[src/rtl/jt7759_rom_server.sv]
// Byte-read server for the jt7759 sample-ROM port: a two-word cache in front of a
// 16-bit req/ack memory, with optional next-word prefetch to keep ADPCM streaming fed.
module jt7759_rom_server #(
  parameter bit PREFETCH = 1'b1
) (
  input  logic        clk,
  input  logic        rst,
  input  logic        rom_cs,
  input  logic [16:0] rom_addr,
  output logic [7:0]  rom_data,
  output logic        rom_ok,
  input  logic        flush,
  output logic        mem_req,
  output logic [15:0] mem_addr,
  input  logic [15:0] mem_data,
  input  logic        mem_ack,
  output logic [1:0]  fsm_state
);

  // Memory handshake: mem_req rises with a stable mem_addr and stays high until the
  // cycle mem_ack is seen; it is low the following cycle. mem_ack with mem_req low is ignored.
  typedef enum logic [1:0] {IDLE = 2'd0, FILL = 2'd1, PREF = 2'd2} state_t;

  state_t      state;
  logic [1:0]  valid;
  logic [15:0] tag  [2];
  logic [15:0] word [2];
  logic        lru;
  logic        target;
  logic        discard;
  logic [16:0] addr_q;

  logic [15:0] rom_word;
  logic [15:0] next_word;
  logic        hit0;
  logic        hit1;
  logic        hit;
  logic        hit_idx;
  logic [15:0] hit_word;
  logic        other_has_next;

  always_comb begin
    rom_word       = rom_addr[16:1];
    next_word      = rom_word + 16'd1;
    hit0           = valid[0] && (tag[0] == rom_word);
    hit1           = valid[1] && (tag[1] == rom_word);
    hit            = rom_cs && (hit0 || hit1);
    hit_idx        = hit1;
    hit_word       = hit1 ? word[1] : word[0];
    other_has_next = hit1 ? (valid[0] && (tag[0] == next_word))
                          : (valid[1] && (tag[1] == next_word));
  end

  assign fsm_state = state;

  always_ff @(posedge clk) begin
    if (rst) begin
      state    <= IDLE;
      valid    <= 2'b00;
      lru      <= 1'b0;
      target   <= 1'b0;
      discard  <= 1'b0;
      addr_q   <= 17'd0;
      rom_ok   <= 1'b0;
      rom_data <= 8'd0;
      mem_req  <= 1'b0;
      mem_addr <= 16'd0;
    end else begin
      addr_q <= rom_addr;
      // Requiring the address to match last cycle's keeps rom_ok from ever being stale.
      rom_ok <= hit && (rom_addr == addr_q) && !flush;
      if (hit) begin
        rom_data <= rom_addr[0] ? hit_word[15:8] : hit_word[7:0];
        lru      <= ~hit_idx;
      end

      case (state)
        IDLE: begin
          if (!flush) begin
            if (rom_cs && !hit) begin
              state    <= FILL;
              mem_req  <= 1'b1;
              mem_addr <= rom_word;
              target   <= lru;
            end else if (PREFETCH && hit && !other_has_next) begin
              state    <= PREF;
              mem_req  <= 1'b1;
              mem_addr <= next_word;
              target   <= ~hit_idx;
            end
          end
        end
        FILL, PREF: begin
          if (flush) discard <= 1'b1;
          if (!mem_req) begin
            mem_req <= 1'b1;
          end else if (mem_ack) begin
            mem_req <= 1'b0;
            discard <= 1'b0;
            // A flush seen at any point during the request poisons its data.
            if (!(discard || flush)) begin
              valid[target] <= 1'b1;
              tag[target]   <= mem_addr;
              word[target]  <= mem_data;
            end
            if (state == FILL && PREFETCH && !(discard || flush)) begin
              state    <= PREF;
              mem_addr <= mem_addr + 16'd1;
              target   <= ~target;
            end else begin
              state <= IDLE;
            end
          end
        end
        default: state <= IDLE;
      endcase

      if (flush) valid <= 2'b00;
    end
  end

endmodule
[config.mk]
export PLATFORM = sky130hd
export DESIGN_NAME = jt7759_rom_server
export DESIGN_NICKNAME = d
export VERILOG_FILES = /design/src/rtl/jt7759_rom_server.sv
export SDC_FILE = /design/constraint.sdc
export NUM_CORES = 1
export LEC_CHECK = 0
export CORE_ASPECT_RATIO = 0.9
export CORE_MARGIN = 4
export CORE_UTILIZATION = 61
export DETAILED_ROUTE_END_ITERATION = 10
export PLACE_DENSITY = 0.85
export SETUP_SLACK_MARGIN = 0.4
export SYNTH_ARGS = -nofsm -noshare
export SYNTH_HDL_FRONTEND = slang
export SYNTH_SLANG_ARGS = --single-unit
export TNS_END_PERCENT = 1
[constraint.sdc]
create_clock -name clk -period 7.1 [get_ports clk]
set_input_delay 1.42 -clock clk [delete_from_list [all_inputs] [get_ports clk]]
set_output_delay 1.42 -clock clk [all_outputs]
set_load 0.005 [all_outputs]
# Yosys cells after proc, flatten, opt, wreduce, memory -nomap -nowiden
# Memory sizes are Yosys's and may differ from the RTL's.
# Cells that the tools add are included.
# classes
n_lt_le_gt_ge,2
n_div,0
n_bitwise,4
reduce_logical,25
muxes,41
mul,0
shifts,0
n_eq_ne,12
addsub,2
# op_table
op,n
two-way mux 16 bit,7
== test 16 bit,4
"adder 16 x 1 -> 16 bit, second input constant",2
one-hot mux 16 bit (2 select lines),1
two-way mux 1 bit,22
== test 17 bit,1
two-way mux 2 bit,6
logical AND 1 bit,11
two-way mux 8 bit,1
"!= test 2 bit, second input constant",4
AND reduction 4 bit,2
AND reduction 6 bit,1
zero test 1 bit,4
one-hot mux 1 bit (2 select lines),2
one-hot mux 2 bit (2 select lines),1
OR reduction 2 bit,2
"!= test 3 bit, second input constant",1
NOT 1 bit,3
AND reduction 3 bit,1
"== test 2 x 1 -> 1 bit, second input constant",1
"== test 2 bit, second input constant",1
zero test 2 bit,1
logical OR 1 bit,2
"< comparator 1 x 2 -> 1 bit, second input constant",1
other kinds (4),4
# word_totals
latchBits,0
mem_bits_ro,0
out_inout_bits,28
ram_bits,64
register_bits,50
in_bits,38
elab_cells,98
memories,2
# mem_list
memory,words,width,read_ports,rd_ports_with_merged_regs,write_ports,line_no,text
tag,2,16,2,0,1,26,logic [15:0] tag [2];
word,2,16,2,0,1,27,logic [15:0] word [2];

# Logic depth before layout (Yosys ltp)
# Gate-level depths: netlist of run 1.
# depth
ltp_word,10
ltp_mapped,12
ltp_nobuf,10

# Least setup slack after synthesis of run 1
# Ideal clock, no wire load.
# synth_path
kind,input-to-reg
from,in rst
to,"mem tag[0][0], enable pin"
setup_ns,0.461
t_arrival_ns,4.270
setup_slack_ns,2.369
path_stages,4
t_required_ns,6.639
n_path_buf,3
cell_sequence,clkbuf_1 buf_1 buf_1 nor3_1
# synth_between
elab_chain_len,2
# synth_lines
item,line_no,text
"start, declared",7,"input logic rst,"
two-way mux 1 bit,57,if (rst) begin
two-way mux 1 bit (implied by the code),103,tag[target] <= mem_addr;
"end, declared",26,
# No other way between the ends.

# Worst setup path after layout of run 1
# layout_path
from,in rom_addr[3]
to,reg mem_addr[9]
# layout_between
elab_chain_len,9
elab_cells_between_ends,22
cone_classes,add/sub (1); eq/ne (5); mux (5); reduce/logical (11)
# layout_lines
item,line_no,text
"start, declared",9,"input logic [16:0] rom_addr,"
branches (longest 9 deep; another with adder 16 x 1 -> 16 bit),n/a,
"end signal, assigned",83,mem_addr <= rom_word;
"end signal, assigned",88,mem_addr <= next_word;
"end signal, assigned",108,mem_addr <= mem_addr + 16'd1;
"end, declared",14,"output logic [15:0] mem_addr,"
# Parallel ways; which one is timed is not known. The select of a mux whose other input is x is not followed.
# A chain may end at the register's enable or synchronous reset.

==> results.md, run 1 <==
* Status: finished clean
* Post-cts sizing count at 0
* Initial Util at 62.72%
* Req. time, crit path at 7510 ps
* Area of placed instances at 6733 sq um
* Post-route antenna net violation count at 0
* Synth Warn # at 0
* Root Buffer: clkbuf_8
* Final Slew Violations at 0
* RSZ-0062 raised after global routing: no
* Pwr dens at 261.9 nW/um^2
* Initial antenna violation count at 0
* TritonCTS clock tree: done
* Clock transition at path regs at 60 ps
* Synth Instances at 582
* IO Count at 66
* Tot Pwr at 1.915 mW
* CP Max Fanout at 35
* # H-tree levels at 4
* Dpl ws at 1750 ps
* Nets@finish at 675
* Sequential area share after synthesis at 48.05%
* Placer Congestion at 0.9960
* # port buffers at 65
* Finished Cell Area at 7313 sq um
* Number of antenna diodes at 0
* Vias at 4879
* Vias in the first global route at 4707
* Leak Pwr at 2.376 nW
* Mapped Nets at 625
* Worst relative slew slack at 27.50%
* CTS Hold Bufs at 0
* Clock Latency Late Sink at 530 ps
* Vias per cell at 6.328
* Peak supply drop at 0.3491 mV
* Max Cap Viol at 0
* Grt ovf at 0
* Post-CTS Setup Bufs at 0
* Filler cell count at 647
* Ys flop type: edfxtp_1
* Fraction of layout cells with a size suffix above 1 at 10.54%
* Share of synthesized flip-flops with an asynchronous set or reset at 0%
* Minimum clock period at 4924 ps
* Die height at 102.7 um
* Pin count of the biggest net entering global routing at 57
* Syn Area/Cell at 10.45 sq um
* Hold Path Class: reg2reg
* Core ar. at 9699 sq um
* Post-layout worst setup margin at 2176 ps
* Critical Path End Type: flip-flop
* Die area at 11640 sq um
* Final setup vio count at 0
* Total Routed Length at 16720 um
* Post-synth EDFFs at 64
* Fmax at 203.1 MHz
* Crit share post-route at 69.35%
* CTS Sinks at 114
* # rows at 34
* Most frequent cells in the layout: 64 x clkdlybuf4s50_1, 64 x edfxtp_1, 56 x nand2_1
* Die width at 113.3 um
* Critical Path AT at 5340 ps
* DR WL/cell at 21.69 um
* First-pass GRT wire length at 26140 um
* Total CTS buffers at 17
* Fin Setup TNS at 0 ps
* Post-synth cell types at 74
* Fin Clk Skew at 8.010 ps
* DRC Markers at 0
* P&R area growth vs syn at 20.22%
* DP HPWL at 11630 um
* Worst Path Class, Setup: in2reg
* Synthesized area at 6083 sq um
* Critical path launch point type: input pin
* Cell count after placement at 739
* Pre-Repair DR Iteration Count at 5
* Clk buf depth at 2
* Slew @ Worst Pin at 1087 ps
* Drt initial violations at 435
* Final non-filler cell total at 771
* Final hold vios at 0
* Post-synthesis register bit count at 114
* GRT Total Usage at 29.74%
[power by group]
group,switching [mW],internal (mW)
Combinational,0.173,0.131
Clock,0.301,0.531
Sequential,0.0434,0.735
Total,0.518,1.40
[metal layers]
metal  GRT usage [%]  vias up  part of all wire (%)
li1                -     2236                     -
met1           41.77     2344                    42
met2           45.58      272                    46
met3           6.749       27                   9.9
met4           11.09        0                   1.9
met5               0        -                     0
[synth_stat cells, types with 3 or more instances]
cell type / n / area, sq um
nand2_1: 56 / 210.2
or4_1: 3 / 22.52
xnor2_1: 55 / 481.7
nor4b_1: 4 / 35.03
inv_1: 11 / 41.29
clkbuf_1: 15 / 56.30
nand2b_1: 8 / 50.05
buf_1: 3 / 11.26
nor4_2: 3 / 37.54
o32ai_1: 5 / 43.79
edfxtp_1: 64 / 1922
and3_1: 7 / 43.79
nor2b_1: 21 / 131.4
o21bai_1: 4 / 30.03
o311ai_0: 3 / 26.28
nand3_1: 15 / 75.07
mux2i_1: 4 / 40.04
buf_4: 9 / 67.56
or3_1: 5 / 31.28
mux4_2: 8 / 180.2
nor4_1: 10 / 62.56
nor2_1: 34 / 127.6
or2_2: 3 / 18.77
dfxtp_1: 50 / 1001
buf_2: 10 / 50.05
o21ai_0: 20 / 100.1
xor2_1: 17 / 148.9
a21oi_1: 30 / 150.1
o22ai_1: 3 / 18.77
nor3_1: 18 / 90.09
nand4_1: 21 / 131.4
a311o_1: 4 / 40.04
a211oi_1: 4 / 30.03
mux2_2: 3 / 33.78
ha_1: 5 / 62.56
[stage by stage]
| step | util, % | hold slack [ps] |
|---|---|---|
| floorplan | - | 448.2 |
| global placement | 69.41 | 441.3 |
| detailed placement | 69.41 | 445.7 |
| CTS | 75.40 | 460.0 |
| global route | 75.40 | 466.9 |
| finish | 75.40 | 462.2 |
[worst max-delay path, cell delays in order]
cell and delay (ps):
clkdlybuf4s50_1 870, nand3_4 340, nor4_4 500, mux2_2 390
a21boi_0 210, o2111ai_1 220, o311a_4 200, o21ai_4 680
nor4_1 120, a311o_1 360
[path summary, 6_finish.rpt]
kind	start	to	slack, ps	depth (start not counted)
max	rom_addr[3]	mem_addr[9]	2180	10
min	rom_data[7]	rom_data[7]	460	2
max reg2reg	fsm_state[0]	word[1][13]	3110	7
min reg2reg	rom_data[7]	rom_data[7]	460	2
[sequential cells by signal, indices dropped and copies added, names as in the netlist]
| register | cells |
|---|---|
| rom_data | 8 |
| word | 32 |
| mem_addr | 16 |
| mem_req | 1 |
| fsm_state | 2 |
| target | 1 |
| tag | 32 |
| valid | 2 |
| addr_q | 17 |
| lru | 1 |
| discard | 1 |
| rom_ok | 1 |
[logic make-up after synthesis]
family / Yosys count / synth area share (%)
AOI/OAI and AO/OA: 97 / 10.72
xor gates and xnor gates: 74 / 11.02
adders and majority gates: 6 / 1.193
buffers and inverters: 50 / 3.990
DFF: 114 / 48.05
muxes: 15 / 4.175
and+or+nand+nor: 226 / 20.86
[area by class of cell]
| cell class | instances | area (sq um) | area share, % |
|---|---|---|---|
| Multi-Input combinational cell | 418 | 2928 | 40.03 |
| Sequential cell | 114 | 2923 | 39.97 |
| Timing Repair Buffer | 70 | 683.2 | 9.341 |
| Clock buffer | 18 | 417.9 | 5.714 |
| Clock inverter | 14 | 162.7 | 2.224 |
| Tap cell | 126 | 157.7 | 2.156 |
| Inverter | 11 | 41.29 | 0.5646 |
(Power assumes the default switching activity.)
==> run 2: changes to the inputs <==
--- a/config.mk
+++ b/config.mk
@@ -7,9 +7,9 @@
 export LEC_CHECK = 0
 export CORE_ASPECT_RATIO = 0.9
 export CORE_MARGIN = 4
-export CORE_UTILIZATION = 61
+export CORE_UTILIZATION = 51
 export DETAILED_ROUTE_END_ITERATION = 10
-export PLACE_DENSITY = 0.85
+export PLACE_DENSITY = 0.76
 export SETUP_SLACK_MARGIN = 0.4
 export SYNTH_ARGS = -nofsm -noshare
 export SYNTH_HDL_FRONTEND = slang
==> constraint.sdc (replaced) <==
create_clock -name clk -period 3.95 [get_ports clk]
set_input_delay 0.79 -clock clk [delete_from_list [all_inputs] [get_ports clk]]
set_output_delay 0.79 -clock clk [all_outputs]
set_load 0.005 [all_outputs]
==> run 2 against run 1 <==
First-iteration DRC count up 34%. Design area up 11%. Routed wire length up 9.3%. Flip-flop and latch count is the same. Clock skew increased by 2.1 ps. Critical path depth is 2 higher. Clock power up 100%. Critical endpoint is now mem_addr[15]. Largest cell class unchanged.
==> results.md, run 2 (same netlist as run 1, synthesis figures left out) <==
* Final hold vios at 0 (unchanged)
* IO Count at 66 (unchanged)
* Filler cell count at 823 (was 647)
* Post-layout worst setup margin at 468.5 ps (was 2176 ps)
* # H-tree levels at 4 (unchanged)
* RSZ-0062 raised after global routing: no (unchanged)
* DRC Markers at 0 (unchanged)
* Cell count after placement at 829 (was 739)
* Hold Path Class: reg2reg (unchanged)
* Fraction of layout cells with a size suffix above 1 at 20.14% (was 10.54%)
* Placer Congestion at 0.9930 (was 0.9960)
* Vias per cell at 6.014 (was 6.328)
* Fmax at 287.2 MHz
* Final non-filler cell total at 866 (was 771)
* Initial Util at 52.77% (was 62.72%)
* Grt ovf at 0 (unchanged)
* Clk buf depth at 2 (unchanged)
* # rows at 37 (was 34)
* Peak supply drop at 0.3338 mV (was 0.3491 mV)
* Nets@finish at 740 (was 675)
* Status: finished clean (unchanged)
* CP Max Fanout at 10 (was 35)
* First-pass GRT wire length at 28020 um (was 26140 um)
* Clock transition at path regs at 50 ps (was 60 ps)
* Critical Path End Type: flip-flop (unchanged)
* Pwr dens at 459.2 nW/um^2 (was 261.9 nW/um^2)
* Post-route antenna net violation count at 0 (unchanged)
* Initial antenna violation count at 0 (unchanged)
* Number of antenna diodes at 0 (unchanged)
* GRT Total Usage at 26.80% (was 29.74%)
* CTS Hold Bufs at 0 (unchanged)
* Drt initial violations at 585 (was 435)
* Final Slew Violations at 0 (unchanged)
* Critical Path AT at 3820 ps (was 5340 ps)
* Layout Utilization at 70.31% (was 75.40%)
* Worst relative slew slack at 50.47% (was 27.50%)
* Final setup vio count at 0 (unchanged)
* Vias in the first global route at 5039 (was 4707)
* # port buffers at 65 (unchanged)
* Crit share post-route at 88.14%
* Total CTS buffers at 17 (unchanged)
* CTS Sinks at 114 (unchanged)
* Die height at 111.6 um (was 102.7 um)
* Finished Cell Area at 8105 sq um (was 7313 sq um)
* Critical path launch point type: input pin (unchanged)
* Most frequent cells in the layout: 64 x edfxtp_1, 60 x buf_4, 56 x nand2_1, 56 x clkdlybuf4s50_1, 51 x xnor2_1 (was 64 x clkdlybuf4s50_1, 64 x edfxtp_1, 56 x nand2_1)
* Core ar. at 11530 sq um (was 9699 sq um)
* P&R area growth vs syn at 33.24% (was 20.22%)
* Pin count of the biggest net entering global routing at 36 (was 57)
* Pre-Repair DR Iteration Count at 7 (was 5)
* Root Buffer: clkbuf_16 (was clkbuf_8)
* Worst Path Class, Setup: in2reg (unchanged)
* Clock Latency Late Sink at 410 ps (was 530 ps)
* DR WL/cell at 21.10 um (was 21.69 um)
* Most common cell after layout, fill and taps aside: edfxtp_1
* Dpl ws at -51.10 ps (was 1750 ps)
* Max Cap Viol at 0 (unchanged)
* Vias at 5208 (was 4879)
* Area of placed instances at 7264 sq um (was 6733 sq um)
* Leak Pwr at 2.893 nW (was 2.376 nW)
* Minimum clock period at 3481 ps
* Regs by FF count: tag x32, word x32, addr_q x17 (unchanged)
* Fin Clk Skew at 10.09 ps (was 8.010 ps)
* Slew @ Worst Pin at 743.0 ps (was 1087 ps)
* TritonCTS clock tree: done (unchanged)
* Req. time, crit path at 4290 ps (was 7510 ps)
* Die width at 123.1 um (was 113.3 um)
* DP HPWL at 13000 um (was 11630 um)
* Die area at 13740 sq um (was 11640 sq um)
* Total Routed Length at 18270 um (was 16720 um)
## run 2: cell count changes in the layout (fill, tap and decap cells not counted), moves of 3 or more
cell | before | now
dlymetal6s2s_1 | 0 | 8
xnor2_1 | 55 | 51
clkinv_4 | 3 | 0
buf_6 | 0 | 6
buf_12 | 0 | 3
buf_4 | 5 | 60
xnor2_2 | 1 | 5
clkdlybuf4s50_1 | 64 | 56
## run 2: worst max-delay path: stages
cell	delay (ps)
clkdlybuf4s50_1	490
buf_6	200
xnor2_1	260
nand4_1	140
or3_1	440
nor2_2	160
o21a_1	190
o311a_4	240
o21ai_4	90
clkbuf_16	180
or4_1	510
nand4_1	110
## run 2: timing repair
| action | CTS | global route |
|---|---|---|
| setup buffers | 0 | 4 |
| gates resized for setup | 4 | 27 |
| pin swaps | 0 | 13 |
| cloned | 0 | 1 |
| setup endpoints to repair | 4 | 19 |
## run 2: final cells by class
type	count	area, sq um	share of cell area [%]
sequential	114	2923	36.06
clock buffer	22	464.2	5.727
tap	156	195.2	2.408
timing repair buffer	135	1269	15.65
inverter	11	41.29	0.5094
multi-input combinational	418	3033	37.42
clock inverter	10	180.2	2.223
## run 2: path summary, 6_finish.rpt
| check | to | depth (start not counted) | startpoint | slack [ps] |
|---|---|---|---|---|
| worst min-delay path | rom_data[4] | 2 | rom_data[4] | 460 |
| worst min register to register | rom_data[4] | 2 | rom_data[4] | 460 |
| worst max-delay path | mem_addr[15] | 12 | rom_addr[6] | 470 |
| worst max register to register | tag[1][10] | 8 | fsm_state[0] | 820 |
## run 2: report_power, final
group | internal (mW) | switching [mW]
clock network | 1.15 | 0.527
logic | 0.312 | 0.334
registers | 1.32 | 0.0782
total | 2.78 | 0.940
## run 2: metal layers
metal  vias up  share of wire (%)  GRT usage (%)
met5         -                  0              0
met4         0                2.1          9.446
met3        34                7.6          4.165
met2       254                 46          40.29
met1      2540                 44          39.30
li1       2380                  -              -
## run 2: stage by stage
stage          total power, mW  TNS (ps)  hold slack [ps]
6_report                 3.722         0            455.5
3_5_place_dp             2.021    -133.7            447.8
2_1_floorplan            1.749     -7156            448.2
5_1_grt                  3.847         0            478.5
4_1_cts                  3.699         0            454.9
3_3_place_gp             2.002         0            440.7
==> run 3: changes to the inputs <==
--- a/config.mk
+++ b/config.mk
@@ -7,9 +7,9 @@
 export LEC_CHECK = 0
 export CORE_ASPECT_RATIO = 0.9
 export CORE_MARGIN = 4
-export CORE_UTILIZATION = 51
+export CORE_UTILIZATION = 45
 export DETAILED_ROUTE_END_ITERATION = 10
-export PLACE_DENSITY = 0.76
+export PLACE_DENSITY = 0.68
 export SETUP_SLACK_MARGIN = 0.4
 export SYNTH_ARGS = -nofsm -noshare
 export SYNTH_HDL_FRONTEND = slang
==> run 3 against run 2 <==
Utilization shrank 7.8 points. Maximum frequency is 1.5% higher. Non-clock buffer count up 20. Via count shrank 3.2%. Design area grew 2.7%. Die area increased by 12%. Critical endpoint is now mem_addr[7]. Flip-flop and latch count unchanged. Highest routed layer unchanged. Sequential power about the same.
==> results.md, run 3 (same netlist as run 1, synthesis figures left out) <==
* Worst hold stages at 2 (unchanged)
* Initial antenna violation count at 0 (unchanged)
* Final Slew Violations at 0 (unchanged)
* Req. time, crit path at 4250 ps (was 4290 ps)
* Fraction of layout cells with a size suffix above 1 at 23.84% (was 20.14%)
* IO Count at 66 (unchanged)
* Switching pwr at 0.9239 mW (was 0.9397 mW)
* Slowest stage cell, crit path: or4b_4 (was or4_1)
* First-pass GRT wire length at 26800 um (was 28020 um)
* Clock transition at path regs at 50 ps (about the same)
* Drt initial violations at 292 (was 585)
* DR WL/cell at 19.17 um (was 21.10 um)
* Status: finished clean (unchanged)
* Max Cap Viol at 0 (unchanged)
* Total Routed Length at 17210 um (was 18270 um)
* Critical Path End Type: flip-flop (unchanged)
* Flop pwr share at 38.4% (was 37.6%)
* Filler cell count at 1076 (was 823)
* CTS Hold Bufs at 0 (unchanged)
* Dpl ws at -59.37 ps (was -51.10 ps)
* Family with the most delay on the worst path: compound AO/OA/AOI/OAI gates (was simple AND/OR/NAND/NOR gates)
* Final setup vio count at 0 (unchanged)
* Register area at 2923 sq um (unchanged)
* Worst relative slew slack at 56.44% (was 50.47%)
* R2r startpoint: fsm_state[1] (was fsm_state[0])
* End of the worst register-to-register path: mem_addr[15] (was tag[1][10])
* Vias in the first global route at 4866 (was 5039)
* Pwr dens at 437.5 nW/um^2 (was 459.2 nW/um^2)
* Hold WS at 452.1 ps (was 455.5 ps)
* Critical Path AT at 3720 ps (was 3820 ps)
* Vias per cell at 5.615 (was 6.014)
* Final hold vios at 0 (unchanged)
* Cell Chain, Critical Path: clkdlybuf4s50_1, buf_6, and4_4, nand2_4, or4b_4, a311oi_4, o2111ai_2, o311a_4, o21ai_4, buf_12, nor4_1, a311o_1 (was clkdlybuf4s50_1, buf_6, xnor2_1, nand4_1, or3_1, nor2_2, o21a_1, o311a_4, o21ai_4, clkbuf_16, or4_1, nand4_1)
* Tot Pwr at 3.641 mW (was 3.722 mW)
* TritonCTS clock tree: done (unchanged)
* Leak Pwr at 3.029 nW (was 2.893 nW)
* Vias at 5042 (was 5208)
* Number of antenna diodes at 0 (unchanged)
* Layout Utilization at 62.51% (was 70.31%)
* Clock power share at 43.3% (was 45.0%)
* P_int at 2.717 mW (was 2.782 mW)
* P&R area growth vs syn at 36.80% (was 33.24%)
* Critical path launch point type: input pin (unchanged)
* FF-to-FF setup slack at 920 ps (was 820 ps)
* # rows at 40 (was 37)
* Die width at 130.6 um (was 123.1 um)
* DRC Markers at 0 (unchanged)
* Initial Util at 45.70% (was 52.77%)
* Clock Latency Late Sink at 410 ps (about the same)
* Slew @ Worst Pin at 651.3 ps (was 743.0 ps)
* CP Max Fanout at 9 (was 10)
* Gate power share at 18.3% (was 17.4%)
* Hold Path Class: reg2reg (unchanged)
* Worst hold start: rom_data[4] (unchanged)
* Placer Congestion at 1.002 (was 0.9930)
* R2R depth at 11 (was 8)
* RSZ-0062 raised after global routing: no (unchanged)
* DP HPWL at 12650 um (was 13000 um)
* Minimum clock period at 3429 ps (was 3481 ps)
* Post-route antenna net violation count at 0 (unchanged)
* WP buf/inv at 3 (unchanged)
* Sw frac at 25.37% (was 25.25%)
* Nets@finish at 760 (was 740)
* Die area at 15450 sq um (was 13740 sq um)
* Worst Path Class, Setup: in2reg (unchanged)
* Pre-Repair DR Iteration Count at 4 (was 7)
* GRT Total Usage at 22.75% (was 26.80%)
* Root Buffer: clkbuf_16 (unchanged)
* Most frequent cells in the layout: 77 x buf_4, 64 x edfxtp_1, 55 x nand2_1 (was 64 x edfxtp_1, 60 x buf_4, 56 x nand2_1, 56 x clkdlybuf4s50_1, 51 x xnor2_1)
* Die height at 118.3 um (was 111.6 um)
* CTS Sinks at 114 (unchanged)
* Min-Delay Endpoint: rom_data[4] (unchanged)
* Core ar. at 13310 sq um (was 11530 sq um)
* Grt ovf at 0 (unchanged)
* # H-tree levels at 4 (unchanged)
* Clk buf depth at 2 (unchanged)
* Fmax at 291.6 MHz (was 287.2 MHz)
* Total CTS buffers at 17 (unchanged)
* Regs by FF count: tag x32, word x32, addr_q x17 (unchanged)
* Critical Path Max Stage Delay at 500 ps (was 510 ps)
* Pin count of the biggest net entering global routing at 39 (was 36)
* Fin Clk Skew at 7.202 ps (was 10.09 ps)
* Post-layout worst setup margin at 520.7 ps (was 468.5 ps)
* Most common cell after layout, fill and taps aside: buf_4 (was edfxtp_1)
* # port buffers at 65 (unchanged)
* Crit share post-route at 86.82% (was 88.14%)
* Peak supply drop at 0.4860 mV (was 0.3338 mV)
* Multi-input gate area at 3112 sq um (was 3033 sq um)
-- run 3: cell types whose count changed in the layout (fill, tap and decap cells not counted), sizes merged --
cell | previous run | this run
dlymetal6s2s | 8 | 10
clkinvlp | 2 | 1
clkinv | 3 | 6
bufinv | 5 | 4
clkdlybuf4s50 | 56 | 54
buf | 70 | 89
-- run 3: power groups by stage --
stage          combinational [mW]  sequential, mW  clock, mW
2_1_floorplan               0.349            1.40          0
6_report                    0.667            1.40       1.58
4_1_cts                     0.608            1.40       1.60
3_5_place_dp                0.601            1.42          0
5_1_grt                     0.722            1.41       1.67
3_3_place_gp                0.594            1.42          0
-- run 3: layout make-up --
type,instances,share of cell area (%)
Inverter,11,0.4962
Multi-Input combinational cell,418,37.39
Sequential cell,114,35.12
Tap cell,168,2.526
Timing Repair Buffer,155,17.13
Clock inverter,11,1.925
Clock buffer,21,5.413
-- run 3: worst max-delay path by stage --
stage | startpoint | to | slack, ps | cells after the start
6_report | rom_addr[3] | mem_addr[7] | 520 | 12
5_1_grt | rom_addr[12] | mem_addr[6] | 400 | 13
4_1_cts | rom_addr[1] | mem_addr[10] | 410 | 13
3_5_place_dp | rom_addr[1] | mem_addr[10] | -60 | 14
3_3_place_gp | rom_addr[1] | mem_addr[7] | -60 | 13
2_1_floorplan | fsm_state[0] | tag[0][0] | -220 | 8
-- run 3: through the flow --
step | TNS (ps) | area (sq um) | instances
floorplan | -7156 | 6088 | 582
CTS | 0 | 7973 | 886
global route | 0 | 8322 | 898
detailed placement | -233.0 | 7352 | 854
finish | 0 | 8322 | 898
global placement | -233.5 | 7352 | 854
-- run 3: tightest hold or removal path, stage by stage, from the launching register on --
cell     delay, ps
dfxtp_1        300
nand2_1         50
a21oi_1         50
-- run 3: repair_timing --
action,CTS,global route
setup buffers,0,9
resized for setup,3,47
cloned,0,3
setup endpoints to repair,4,17
pin swaps,0,17
-- run 3: metal layers --
layer	global-route usage [%]	vias up	part of all wire [%]
met2	32.56	189	45
met4	7.712	0	1.9
li1	-	2410	-
met5	0	-	0
met1	33.91	2419	47
met3	4.925	24	6.5
